[config.mk]
export PLATFORM = sky130hd
export DESIGN_NAME = esm_issue_scheduler
export DESIGN_NICKNAME = d
export VERILOG_FILES = /design/src/rtl/esm_pkg.sv /design/src/rtl/esm_rr_picker.sv /design/src/rtl/esm_issue_scheduler.sv
export SDC_FILE = /design/constraint.sdc
export NUM_CORES = 1
export LEC_CHECK = 0
export ABC_AREA = 1
export BUFFER_PORTS_ARGS = -buffer_cell sky130_fd_sc_hd__buf_2
export CORE_MARGIN = 2
export CORE_UTILIZATION = 54
export DETAILED_ROUTE_END_ITERATION = 16
export HOLD_SLACK_MARGIN = 0.12
export PLACE_DENSITY_LB_ADDON = 0.3
export SLEW_MARGIN = 25
export SYNTH_ARGS = -nofsm -noshare
export SYNTH_HDL_FRONTEND = slang
export SYNTH_SLANG_ARGS = --single-unit
export TNS_END_PERCENT = 20
[constraint.sdc]
create_clock -name i_clk -period 2.8 [get_ports i_clk]
set_input_delay 0.28 -clock i_clk [delete_from_list [all_inputs] [get_ports i_clk]]
set_output_delay 0.28 -clock i_clk [all_outputs]
set_load 0.01 [all_outputs]
[src/rtl/esm_pkg.sv]
// Shared types and helpers for the ESM issue scheduler.
// Slot state encoding, index/counter width helpers and the lowest-set-bit finder.
package esm_pkg;

  typedef enum logic [1:0] {
    SLOT_FREE    = 2'b00,
    SLOT_WAITING = 2'b01,
    SLOT_ISSUED  = 2'b10
  } slot_state_t;

  // Widest buffer the lowest-set-bit helper can scan.
  localparam int ESM_MAX_BS = 64;

  function automatic int idx_w(input int bs);
    return (bs > 1) ? $clog2(bs) : 1;
  endfunction

  function automatic int cnt_w(input int bs);
    return $clog2(bs) + 1;
  endfunction

  function automatic int lowest_set(input logic [ESM_MAX_BS-1:0] v);
    int r;
    r = 0;
    for (int i = ESM_MAX_BS - 1; i >= 0; i--) begin
      if (v[i]) r = i;
    end
    return r;
  endfunction

endpackage

[src/rtl/esm_rr_picker.sv]
// Combinational rotating-priority picker: grants the first set candidate at or after i_ptr.
// With i_ptr tied to zero it degenerates to lowest-index-wins.
module esm_rr_picker
  import esm_pkg::*;
#(
  parameter  int BS    = 16,
  localparam int IDX_W = idx_w(BS)
) (
  input  logic [BS-1:0]    i_cand,
  input  logic [IDX_W-1:0] i_ptr,
  output logic             o_grant_valid,
  output logic [IDX_W-1:0] o_grant_index
);

  // Scan offsets from far to near so the smallest offset from i_ptr is written last.
  always_comb begin
    logic [IDX_W-1:0] w_idx;
    w_idx         = '0;
    o_grant_valid = 1'b0;
    o_grant_index = '0;
    for (int k = BS - 1; k >= 0; k--) begin
      w_idx = i_ptr + IDX_W'(k);
      if (i_cand[w_idx]) begin
        o_grant_valid = 1'b1;
        o_grant_index = w_idx;
      end
    end
  end

endmodule

[src/rtl/esm_issue_scheduler.sv]
// Issue sequencer for the ESM dependency analyser: slot allocation, dependency-free pick, completion.
// Build option ESM_ROUND_ROBIN_EN selects rotating pick priority; default is lowest slot first.
module esm_issue_scheduler
  import esm_pkg::*;
#(
  parameter  int BS    = 16,
  localparam int IDX_W = idx_w(BS),
  localparam int CNT_W = cnt_w(BS)
) (
  input  logic                 i_clk,
  input  logic                 i_rst_n,
  input  logic                 i_in_valid,
  output logic                 o_in_ready,
  output logic                 o_alloc_we,
  output logic [IDX_W-1:0]     o_alloc_index,
  input  logic [0:BS-1]        i_indep,
  output logic                 o_issue_valid,
  input  logic                 i_issue_ready,
  output logic [IDX_W-1:0]     o_issue_index,
  input  logic                 i_done_valid,
  input  logic [IDX_W-1:0]     i_done_index,
  output logic                 o_clr_valid,
  output logic [IDX_W-1:0]     o_clr_index,
  output logic [CNT_W-1:0]     o_occupancy,
  output logic                 o_err_done,
  output logic [BS-1:0][1:0]   o_dbg_state
);

  slot_state_t      r_state     [BS];
  slot_state_t      w_state_nxt [BS];
  logic [BS-1:0]    w_free;
  logic [BS-1:0]    w_waiting;
  logic [BS-1:0]    w_presented;
  logic [BS-1:0]    w_cand;
  logic             w_alloc;
  logic             w_hs;
  logic             w_load;
  logic             w_done_ok;
  logic             w_done_bad;
  logic             w_grant_valid;
  logic [IDX_W-1:0] w_grant_index;
  logic [IDX_W-1:0] w_ptr;
  logic             r_issue_valid;
  logic [IDX_W-1:0] r_issue_index;
  logic             r_clr_valid;
  logic [IDX_W-1:0] r_clr_index;
  logic [CNT_W-1:0] r_occ;
  logic             r_err;

  // Slot-state decode; the slot on the issue port is kept out of the candidate set.
  always_comb begin
    for (int i = 0; i < BS; i++) begin
      w_free[i]      = (r_state[i] == SLOT_FREE);
      w_waiting[i]   = (r_state[i] == SLOT_WAITING);
      w_presented[i] = r_issue_valid && (r_issue_index == IDX_W'(i));
      w_cand[i]      = i_indep[i] & w_waiting[i] & ~w_presented[i];
      o_dbg_state[i] = r_state[i];
    end
  end

  assign o_in_ready    = |w_free;
  assign w_alloc       = i_in_valid & o_in_ready;
  assign o_alloc_we    = w_alloc;
  assign o_alloc_index = IDX_W'(lowest_set(ESM_MAX_BS'(w_free)));

  // Issue port: o_issue_valid/o_issue_index stay put until i_issue_ready is seen high
  // with o_issue_valid; that cycle is the handshake and the slot becomes ISSUED.
  assign w_hs       = r_issue_valid & i_issue_ready;
  assign w_load     = ~r_issue_valid | w_hs;
  assign w_done_ok  = i_done_valid && (r_state[i_done_index] == SLOT_ISSUED);
  assign w_done_bad = i_done_valid & ~w_done_ok;

  // Per-slot next state; later writes win, giving done > issue > alloc.
  always_comb begin
    for (int i = 0; i < BS; i++) begin
      w_state_nxt[i] = r_state[i];
      if (w_alloc && (o_alloc_index == IDX_W'(i))) w_state_nxt[i] = SLOT_WAITING;
      if (w_hs && (r_issue_index == IDX_W'(i)))    w_state_nxt[i] = SLOT_ISSUED;
      if (w_done_ok && (i_done_index == IDX_W'(i))) w_state_nxt[i] = SLOT_FREE;
    end
  end

  always_ff @(posedge i_clk or negedge i_rst_n) begin
    if (!i_rst_n) begin
      for (int i = 0; i < BS; i++) r_state[i] <= SLOT_FREE;
    end else begin
      for (int i = 0; i < BS; i++) r_state[i] <= w_state_nxt[i];
    end
  end

`ifdef ESM_ROUND_ROBIN_EN
  logic [IDX_W-1:0] r_rr_ptr;

  always_ff @(posedge i_clk or negedge i_rst_n) begin
    if (!i_rst_n)  r_rr_ptr <= '0;
    else if (w_hs) r_rr_ptr <= r_issue_index + IDX_W'(1);
  end

  assign w_ptr = r_rr_ptr;
`else
  assign w_ptr = '0;
`endif

  esm_rr_picker #(.BS(BS)) u_picker (
    .i_cand        (w_cand),
    .i_ptr         (w_ptr),
    .o_grant_valid (w_grant_valid),
    .o_grant_index (w_grant_index)
  );

  always_ff @(posedge i_clk or negedge i_rst_n) begin
    if (!i_rst_n) begin
      r_issue_valid <= 1'b0;
      r_issue_index <= '0;
    end else if (w_load) begin
      r_issue_valid <= w_grant_valid;
      if (w_grant_valid) r_issue_index <= w_grant_index;
    end
  end

  // Occupancy cannot wrap: alloc needs a FREE slot and a valid done needs an ISSUED one.
  always_ff @(posedge i_clk or negedge i_rst_n) begin
    if (!i_rst_n) begin
      r_clr_valid <= 1'b0;
      r_clr_index <= '0;
      r_occ       <= '0;
      r_err       <= 1'b0;
    end else begin
      r_clr_valid <= w_done_ok;
      if (w_done_ok) r_clr_index <= i_done_index;
      if (w_alloc && !w_done_ok)      r_occ <= r_occ + CNT_W'(1);
      else if (!w_alloc && w_done_ok) r_occ <= r_occ - CNT_W'(1);
      if (w_done_bad) r_err <= 1'b1;
    end
  end

  assign o_issue_valid = r_issue_valid;
  assign o_issue_index = r_issue_index;
  assign o_clr_valid   = r_clr_valid;
  assign o_clr_index   = r_clr_index;
  assign o_occupancy   = r_occ;
  assign o_err_done    = r_err;

endmodule

==> run_results.csv <==
group,metric,value,unit
die,num_rows,27,
placed_design,port_buffers,78,
min_path,hold_class,"in -> reg",
worst_setup_path,cp_slowest_stage_delay,0.47,ns
clocking,numCtsBuffers,5,
worst_setup_path,reg2reg_depth,17,
worst_setup_path,worst_ep_arrival_time,2.82,ns
clocking,cts_tree,"built",
sta,drv_slew,0,
global_routing,grt_pass1_wl,15400,um
worst_setup_path,required,2.99,ns
placed_design,place.gp.congestion,0.978,
worst_setup_path,cp_common_cell,"nand2_1",
min_path,hold_end,"o_err_done",
sta,layout_setup_ws,0.165,ns
sta,whs,0.213,ns
global_routing,antenna_found_initial,0,
die,start_util,56.1,%
final_layout,post_route_cells_drive_above_1_share,22.1,%
worst_setup_path,r2r_end,"o_occupancy[4]",
sta,setup_violations,0,
global_routing,overflow,0,
yosys,synth_fp_nets,476,
clocking,clockRootBuffer,"clkbuf_8",
power,pwr-share-seq,29.2,%
worst_setup_path,regToRegSetupSlack,0.16,ns
routing,wl_per_cell,16.4,um
global_routing,grt_pass1_vias,3104,
run,cap_violations,0,
sta,relSlewSlack,57.7,%
power,p_int,2.33,mW
yosys,synthArstFlopShare,100,%
worst_setup_path,crit_chain,"a22oi_1, o221ai_1, nand2_1, nand2_1, nor2_1, nand2_2, nor2_8, inv_2, ha_1, inv_2, ha_4, a21o_1, a31oi_2, nand2_1, nand2_1, nor2_1, xor2_1",
global_routing,grt_usage,31.6,%
power,sw_frac_of_total,52.1,%
final_layout,fill_cells,505,
power,power.total,4.85,mW
worst_setup_path,cp_max_fo,5,
sta,worst_pin_slew,0.635,ns
routing,viasPerCell,5.71,
yosys,mappedNetlistArea,3110,um2
power,leakage,2.02,nW
sta,finalHoldViolCount,0,
global_routing,grt_max_degree,49,
final_layout,diodes,0,
sta,period_share,94.1,%
routing,drc_errors,0,
sta,finalCriticalPeriod,2.64,ns
final_layout,finalNonFillerCells,611,
worst_setup_path,crit_slowest_cell,"dfrtp_1",
yosys,yosys_warnings,0,
worst_setup_path,crit_type,"reg -> reg",
status,status,"finished, final reports clean",
die,design.die.area,6370,um2
clocking,h-tree-depth,2,
clocking,cts.reportedPaths.clkPinSlew,0.09,ns
sta,fmax,379,MHz
yosys,synth_edf_count,0,
worst_setup_path,crit_start,"o_dbg_state[18]",
final_layout,syn2layout_area_growth,21.6,%
yosys,synth.avg_cell_area,6.96,um2
yosys,ys_seq_area_share,38.7,%
power,combPwrFrac,61.4,%
routing,dr.pass1.iters,5,
power,switchingPower,2.52,mW
routing,num_vias,3490,
worst_setup_path,cp-end-kind,"register",
clocking,clk-insertion-delay-late,0.30,ns
placed_design,dp_slack,-0.0179,ns
die,core,5540,um2
placed_design,place_area,3610,um2
sta,fin_skew,0.00856,ns
power,p_clk_share,9.4,%
yosys,synth-seq-cells,48,
routing,wirelength,10000,um
clocking,cts.sinks,48,
final_layout,nets,569,
placed_design,dp_hpwl,7610,um
power,irDropWorstVdd,0.927,mV
sta,finalSetupTns,0,ns
routing,dr.first_iter.drc_count,358,
clocking,clk_path_buf_depth,2,
yosys,synth_ff_type,"dfrtp_1",
die,die_h,79.8,um
min_path,worstHoldStart,"i_done_valid",
worst_setup_path,r2r-start,"o_dbg_state[18]",
min_path,min_path_cells,2,
worst_setup_path,cp-start-kind,"register",
final_layout,fin_area,3770,um2
routing,ant_nets,0,
die,die_w,79.8,um
yosys,synth_cell_types,32,
die,ios,79,
final_layout,final_util,68.1,%
power,cellPowerDensity,1290,nW/um2
yosys,synth_cells,446,
placed_design,dp_cells,599,
cell usage after synthesis, types with 2 or more instances:
library cell | instances | area [um2]
nor3_1 | 5 | 25.0
a22oi_1 | 8 | 60.1
clkinv_1 | 3 | 11.3
nor2_1 | 62 | 233
inv_2 | 6 | 22.5
a21o_1 | 3 | 22.5
nand2_1 | 109 | 409
nand4_1 | 18 | 113
nor2_2 | 4 | 25.0
dfrtp_1 | 48 | 1200
nand3_1 | 24 | 120
o22a_1 | 8 | 70.1
inv_1 | 70 | 263
o221ai_1 | 8 | 70.1
ha_1 | 4 | 50.1
o21ai_1 | 10 | 50.1
o21ai_0 | 6 | 30.0
nand2_2 | 5 | 31.3
nor2_4 | 2 | 22.5
a31oi_1 | 4 | 25.0
a21oi_1 | 28 | 140
layer usage:
metal	up-vias	global-route usage [%]	wire length [um]
met3	31	4.64	944
met4	0	10.8	304
li1	1651	-	-
met5	-	0	0
met2	213	49.9	4580
met1	1595	44.7	4180
layout by cell type (no fill, tap or decap), drive strengths merged, types with 3 or more instances in the layout:
cell type / count
nand3: 24
a22oi: 8
buf: 86
dfrtp: 48
a21oi: 28
a31oi: 4
clkbuf: 7
nor3: 5
a21o: 3
o21ai: 17
ha: 4
nand2: 114
o221ai: 8
nand4: 18
o22a: 8
nor2: 69
inv: 76
clkinv: 3
worst max path at each step:
| stage | slack, ns | to |
|---|---|---|
| finish | 0.16 | o_occupancy[4] |
| detailed placement | -0.02 | o_occupancy[4] |
| global route | -0.009 | o_occupancy[4] |
| CTS | 0.08 | o_occupancy[4] |
| global placement | 0.11 | o_occupancy[4] |
| floorplan | 0.18 | o_occupancy[4] |
logic make-up (layout without fill, tap and decap cells):
family | count (synthesis) | in the layout | share of synthesized area (%)
and+or+nand+nor | 231 | 231 | 32.4
AOI/OAI and AO/OA | 80 | 80 | 16.4
adders and majority gates | 5 | 5 | 2.26
xor gates and xnor gates | 2 | 2 | 0.564
buffers and inverters | 80 | 173 | 9.79
DFF | 48 | 48 | 38.7
state kept, by name, indices dropped and copies added (netlist names):
| name | flops |
|---|---|
| o_dbg_state | 32 |
| o_occupancy | 5 |
| o_clr_index | 4 |
| o_issue_index | 4 |
| o_clr_valid | 1 |
| o_err_done | 1 |
| o_issue_valid | 1 |
layout make-up:
class	count	area, um2	area share (%)
multi-input combinational	318	1630	43.1
clock buffer	7	96.3	2.55
inverter	79	297	7.86
tap	72	90.1	2.39
sequential	48	1200	31.9
timing repair buffer	87	463	12.3
worst max-delay path: cells and delay by family, from the launching register on:
family	cells	cell delay, ns
AO/OA/AOI/OAI	4	0.64
XOR/XNOR	1	0.13
adder cells (fa/ha/maj)	2	0.44
buffers and inverters	2	0.16
flip-flops	1	0.47
AND/OR/NAND/NOR	8	0.66
power by group through the flow:
stage                     Sequential, mW  Combinational, mW  Clock, mW
after floorplan                     1.49               1.70          0
after global placement              1.40               2.74          0
after detailed placement            1.41               2.81          0
after CTS                           1.40               2.83      0.451
after global routing                1.45               3.30      0.476
final                               1.42               2.98      0.454
timing repair:
| item | in CTS | in global routing |
|---|---|---|
| hold endpoints to repair | 48 | 0 |
| setup endpoints to repair | 0 | 2 |
| gates resized for setup | 0 | 6 |
| hold buffers | 1 | 0 |
| setup buffers | 0 | 4 |
No activity file was read; power rests on OpenSTA's default activity.
